`src/rtl/score_bcd_scanner.sv`:
```
// Binary score to BCD converter (serial double-dabble) driving a 4-digit
// multiplexed seven-segment display with optional leading-zero blanking.
module score_bcd_scanner #(
  parameter int SCAN_BITS = 16,
  parameter bit LZ_BLANK  = 1'b1
) (
  input  logic        clk,
  input  logic        rst,
  input  logic [13:0] score_in,
  input  logic        load,
  output logic        busy,
  output logic        done,
  output logic [3:0]  digit_out,
  output logic [3:0]  ssd_ctl
);

  typedef enum logic [1:0] {
    IDLE  = 2'd0,
    SHIFT = 2'd1,
    DONE  = 2'd2
  } state_t;

  state_t                 state_q, state_d;
  logic [3:0]             iter_q, iter_d;
  logic [13:0]            bin_q, bin_d;
  logic [15:0]            bcd_q, bcd_d;
  logic [15:0]            disp_q, disp_d;
  logic                   done_q, done_d;
  logic [SCAN_BITS-1:0]   scan_q, scan_d;
  logic [3:0]             digit_q, digit_d;
  logic [3:0]             ctl_q, ctl_d;
  logic [15:0]            adj_s;
  logic [1:0]             sel_s;
  logic [13:0]            sat_s;

  function automatic logic [15:0] add3(input logic [15:0] b);
    logic [15:0] r;
    r = b;
    for (int i = 0; i < 4; i++) begin
      if (b[4*i +: 4] >= 4'd5) begin
        r[4*i +: 4] = b[4*i +: 4] + 4'd3;
      end else begin
        r[4*i +: 4] = b[4*i +: 4];
      end
    end
    return r;
  endfunction

  assign adj_s = add3(bcd_q);
  assign sat_s = (score_in > 14'd9999) ? 14'd9999 : score_in;
  assign sel_s = scan_q[SCAN_BITS-1 -: 2];

  // Conversion FSM and display-register update
  always_comb begin
    state_d = state_q;
    iter_d  = iter_q;
    bin_d   = bin_q;
    bcd_d   = bcd_q;
    disp_d  = disp_q;
    done_d  = 1'b0;
    case (state_q)
      IDLE: begin
        if (load) begin
          bin_d   = sat_s;
          bcd_d   = 16'd0;
          iter_d  = 4'd0;
          state_d = SHIFT;
        end else begin
          state_d = IDLE;
        end
      end
      SHIFT: begin
        {bcd_d, bin_d} = {adj_s[14:0], bin_q, 1'b0};
        iter_d = iter_q + 4'd1;
        if (iter_q == 4'd13) begin
          state_d = DONE;
        end else begin
          state_d = SHIFT;
        end
      end
      DONE: begin
        disp_d  = bcd_q;
        done_d  = 1'b1;
        state_d = IDLE;
      end
      default: state_d = IDLE;
    endcase
  end

  // Digit select and blanking; a nibble blanks when it and all higher nibbles are zero
  always_comb begin
    scan_d  = scan_q + {{(SCAN_BITS-1){1'b0}}, 1'b1};
    digit_d = disp_q[3:0];
    ctl_d   = 4'b1110;
    case (sel_s)
      2'd0: begin
        ctl_d   = 4'b1110;
        digit_d = disp_q[3:0];
      end
      2'd1: begin
        ctl_d   = 4'b1101;
        digit_d = (LZ_BLANK && (disp_q[15:4] == 12'd0)) ? 4'hF : disp_q[7:4];
      end
      2'd2: begin
        ctl_d   = 4'b1011;
        digit_d = (LZ_BLANK && (disp_q[15:8] == 8'd0)) ? 4'hF : disp_q[11:8];
      end
      3'd3: begin
        ctl_d   = 4'b0111;
        digit_d = (LZ_BLANK && (disp_q[15:12] == 4'd0)) ? 4'hF : disp_q[15:12];
      end
      default: begin
        ctl_d   = 4'b1110;
        digit_d = disp_q[3:0];
      end
    endcase
  end

  // State and output registers
  always_ff @(posedge clk) begin
    if (rst) begin
      state_q <= IDLE;
      iter_q  <= 4'd0;
      bin_q   <= 14'd0;
      bcd_q   <= 16'd0;
      disp_q  <= 16'd0;
      done_q  <= 1'b0;
      scan_q  <= '0;
      digit_q <= 4'd0;
      ctl_q   <= 4'b1110;
    end else begin
      state_q <= state_d;
      iter_q  <= iter_d;
      bin_q   <= bin_d;
      bcd_q   <= bcd_d;
      disp_q  <= disp_d;
      done_q  <= done_d;
      scan_q  <= scan_d;
      digit_q <= digit_d;
      ctl_q   <= ctl_d;
    end
  end

  assign busy      = (state_q != IDLE);
  assign done      = done_q;
  assign digit_out = digit_q;
  assign ssd_ctl   = ctl_q;

endmodule

```
`config.mk`:
```
export PLATFORM = sky130hd
export DESIGN_NAME = score_bcd_scanner
export DESIGN_NICKNAME = d
export VERILOG_FILES = /design/src/rtl/score_bcd_scanner.sv
export SDC_FILE = /design/constraint.sdc
export NUM_CORES = 1
export LEC_CHECK = 0
export BUFFER_PORTS_ARGS = -buffer_cell sky130_fd_sc_hd__buf_2
export CORE_ASPECT_RATIO = 1.25
export CORE_MARGIN = 4
export CORE_UTILIZATION = 45
export CTS_BUF_LIST = sky130_fd_sc_hd__clkbuf_16
export DETAILED_ROUTE_END_ITERATION = 8
export PLACE_DENSITY = 0.66
export SYNTH_ARGS = -nofsm -noshare
export SYNTH_HDL_FRONTEND = slang
export SYNTH_SLANG_ARGS = --single-unit
```
`constraint.sdc`:
```
create_clock -name clk -period 2.1 [get_ports clk]
set_input_delay 0.105 -clock clk [delete_from_list [all_inputs] [get_ports clk]]
set_output_delay 0.105 -clock clk [all_outputs]
set_load 0.05 [all_outputs]
```
==> results.tsv <==
stage	metric	value	unit
outcome	outcome	finished, final reports clean	
worst_setup_path	critical setup path kind	flip-flop to flip-flop	
worst_hold_path	hold worst-path end	bin_q[4]$_SDFFE_PP0P_	
cells_and_area	design area	3860	sq um
cells_and_area	most common cell after layout, fill and taps aside	dfxtp_1	
worst_setup_path	startpoint types	flip-flop	
worst_hold_path	hold depth	3	
pwr	Clock power frac	48.5	%
grt	largest net degree at the start of global routing	26	
clock_network	hold buffer count at cts	0	
floorplan	die extent in x	85.0	um
logic_synthesis	synth top area cells	dfxtp_1 46%, nand2_1 6.4%, a21oi_1 4.9%	
cells_and_area	synthesis-to-layout area growth	15.7	%
floorplan	die footprint	8870	sq um
pwr	cell internal pwr	2.58	mW
sta	f_max	601	MHz
worst_setup_path	WP buf/inv	0	
grt	first-pass GRT wire length	11700	um
worst_setup_path	R2R setup slack	0.44	ns
sta	max_slew headroom	59.2	%
routing	vias	2762	
clock_network	CTS resizes	0	
grt	initial antenna violation count	0	
pwr	sw frac	21.4	%
logic_synthesis	synth warn	0	
cells_and_area	Ant. Diodes	0	
routing	Iter 0 DRT Violations	166	
placed_design	dpl hpwl	4650	um
clock_network	clk root buf	clkbuf_16	
logic_synthesis	Main synth FF type	dfxtp_1	
pwr	total power	3.28	mW
placed_design	pre-CTS setup slack	0.465	ns
sta	Fin. Hold Viols	0	
worst_setup_path	reg-to-reg startpoint	disp_q[15]$_SDFFE_PP0P_	
grt	number of global-route vias before repair	2683	
worst_setup_path	delay-heaviest family, CP	simple AND/OR/NAND/NOR gates	
job	Max Cap Viol	0	
worst_setup_path	worst reg2reg endpoint	digit_out[2]$_SDFF_PP0_	
sta	crit path time final	1.66	ns
clock_network	CTS sink cnt	77	
floorplan	Die H	104	um
logic_synthesis	Synth Net Count	413	
cells_and_area	layout cell share with drive strength beyond 1	14.8	%
pwr	Worst VDD drop	543	uV
logic_synthesis	Cells after Synth	385	
sta	WHS	0.0477	ns
cells_and_area	Final #Nets	437	
sta	Tightest Pin Transition	0.612	ns
logic_synthesis	Async SR Flop Fraction	0	%
pwr	PwrDens	850	nW/um^2
worst_setup_path	WP data required	2.34	ns
placed_design	port bufs	26	
grt	gr ovfl total	0	
worst_hold_path	Min-Delay Path Class	input port to flip-flop	
cells_and_area	fin cells	503	
clock_network	post-CTS setup buffers	0	
routing	Wirelength per Cell	13.2	um
sta	setup ws final	0.437	ns
floorplan	Core ar.	7100	sq um
clock_network	Clk Latency, worst-skew pair	0.33	ns
routing	DRT Pass-1 Iters	5	
clock_network	Worst-path clk slew	0.06	ns
logic_synthesis	library cells used by synthesis	44	
cells_and_area	fin util	54.4	%
worst_setup_path	largest driver fanout on the critical path	4	
worst_setup_path	critical path capture point type	flip-flop	
routing	DRT antenna net count	0	
logic_synthesis	post-synth top area cell	dfxtp_1	
floorplan	IO Count	27	
pwr	Switch Pwr	703	uW
worst_setup_path	critical path's largest stage delay	0.56	ns
sta	period utilisation layout	79.2	%
sta	RSZ-0062 raised after global routing	false	
logic_synthesis	part of the Yosys area used for sequential elements	46.2	%
logic_synthesis	EDFF count, synth	0	
pwr	Leak	1.50	nW
clock_network	H-tree levels	3	
worst_setup_path	slowest stage cell, crit path	or4_4	
worst_setup_path	reg2reg path depth	4	
clock_network	Clock Path Buffers	2	
floorplan	# rows	34	
worst_hold_path	Hold Path Origin	score_in[4]	
routing	Via density	5.49	
placed_design	Routability Congestion	0.824	
logic_synthesis	Post-Synthesis Cell Area	3340	sq um
cells_and_area	most frequent cells in the layout	77 x dfxtp_1, 57 x nand2_1, 43 x nor2_1	
routing	detailed-route DRC error count	0	
worst_setup_path	WP data arrival	1.90	ns
floorplan	Starting Density	47.0	%
logic_synthesis	Yosys top cell area share	46.2	%
logic_synthesis	Avg Inst Size Synth	8.67	sq um
routing	Detailed Route WL	6660	um
sta	setup TNS	0	ns
placed_design	Cell Area, Placed	3560	sq um
pwr	Gate power share	5.4	%
grt	All-Layer GR Usage	15.8	%
worst_setup_path	CP cell instances	or4_4, nor3_1, o221ai_1, o41ai_2	
clock_network	CTS Buf Count	9	
placed_design	placed insts	488	
pwr	sequential power share	46.0	%
sta	final slew viol count	0	
sta	clk_skew	0.00708	ns
clock_network	CTS tree	done	
sta	Setup Viol. Count Final	0	
logic_synthesis	synthesis-stage register bit count	77	
==> worst max path at each step <==
| stage | start | endpoint | slack (ns) | cells past startpoint |
|---|---|---|---|---|
| 2_1_floorplan | disp_q[15]$_SDFFE_PP0P_ | digit_out[0]$_SDFF_PP0_ | 0.59 | 4 |
| 3_3_place_gp | disp_q[8]$_SDFFE_PP0P_ | digit_out[2]$_SDFF_PP0_ | 0.50 | 4 |
| 3_5_place_dp | disp_q[15]$_SDFFE_PP0P_ | digit_out[2]$_SDFF_PP0_ | 0.46 | 4 |
| 4_1_cts | disp_q[8]$_SDFFE_PP0P_ | digit_out[2]$_SDFF_PP0_ | 0.44 | 4 |
| 5_1_grt | disp_q[8]$_SDFFE_PP0P_ | digit_out[0]$_SDFF_PP0_ | 0.31 | 4 |
| 6_report | disp_q[15]$_SDFFE_PP0P_ | digit_out[2]$_SDFF_PP0_ | 0.44 | 4 |
==> power groups by stage <==
stage	combinational [mW]	sequential [mW]	clock, mW
after floorplan	0.125	1.54	0
after global placement	0.176	1.54	0
after detailed placement	0.179	1.54	0
after CTS	0.180	1.51	1.62
after global routing	0.204	1.51	1.68
final	0.179	1.51	1.59
==> cell type report <==
class | count | area, sq um
clock inverters | 6 | 80.1
inverters | 11 | 41.3
repair buffers | 34 | 190
well taps | 90 | 113
clock buffers | 9 | 225
fillers | 661 | 3240
multi-input cells | 276 | 1670
flip-flops and latches | 77 | 1540
==> Yosys cell counts (2+ instances only) <==
library cell  instances
o41ai_2               4
nor4_1                5
nor2_1               43
o32ai_1               3
dfxtp_1              77
a31oi_1               7
a21oi_1              33
or3_1                 2
nor3b_1               2
or2_2                 2
mux2_2                3
and3_1                3
or4_1                 2
xor2_1                8
nand4_1               4
a32o_1                4
nor2b_1               4
o22ai_1               5
a22oi_1               3
inv_1                10
clkbuf_1             17
o31ai_1               4
xnor2_1               9
nand3_1              11
ha_1                 11
nand2b_1              9
mux2i_1               5
o21ai_0               9
o221ai_1              4
nor3_1                8
nand2_1              57
a22o_1                4
buf_1                 2
==> sequential cells by signal, indices dropped and copies added (netlist names) <==
register,flops
digit_out,4
state_q,2
disp_q,16
bin_q,14
done,1
scan_q,16
bcd_q,16
ssd_ctl,4
iter_q,4
==> cell families (layout without fill, tap and decap cells) <==
family          Yosys count  in the layout  share of synthesized area [%]
xor+xnor                 17             17                           4.46
mux                       8              8                           2.51
fa+ha+maj                11             11                           4.12
flops                    77             77                           46.2
simple gates            156            156                           21.7
buf+inv                  32             60                           3.75
compound gates           84             84                           17.3
==> per-layer routing <==
metal,vias up,wire length (um),GRT usage [%]
met5,-,0,0
met4,0,131,6.79
met3,11,307,3.88
met2,67,3200,26.9
met1,1284,3030,18.7
li1,1400,-,-
==> worst min-delay path, delay by kind of cell <==
family / cells / cell delay (ns)
buf+inv: 1 / 0.11
compound gates: 1 / 0.06
simple gates: 1 / 0.05
No activity file was read; power rests on OpenSTA's default activity.
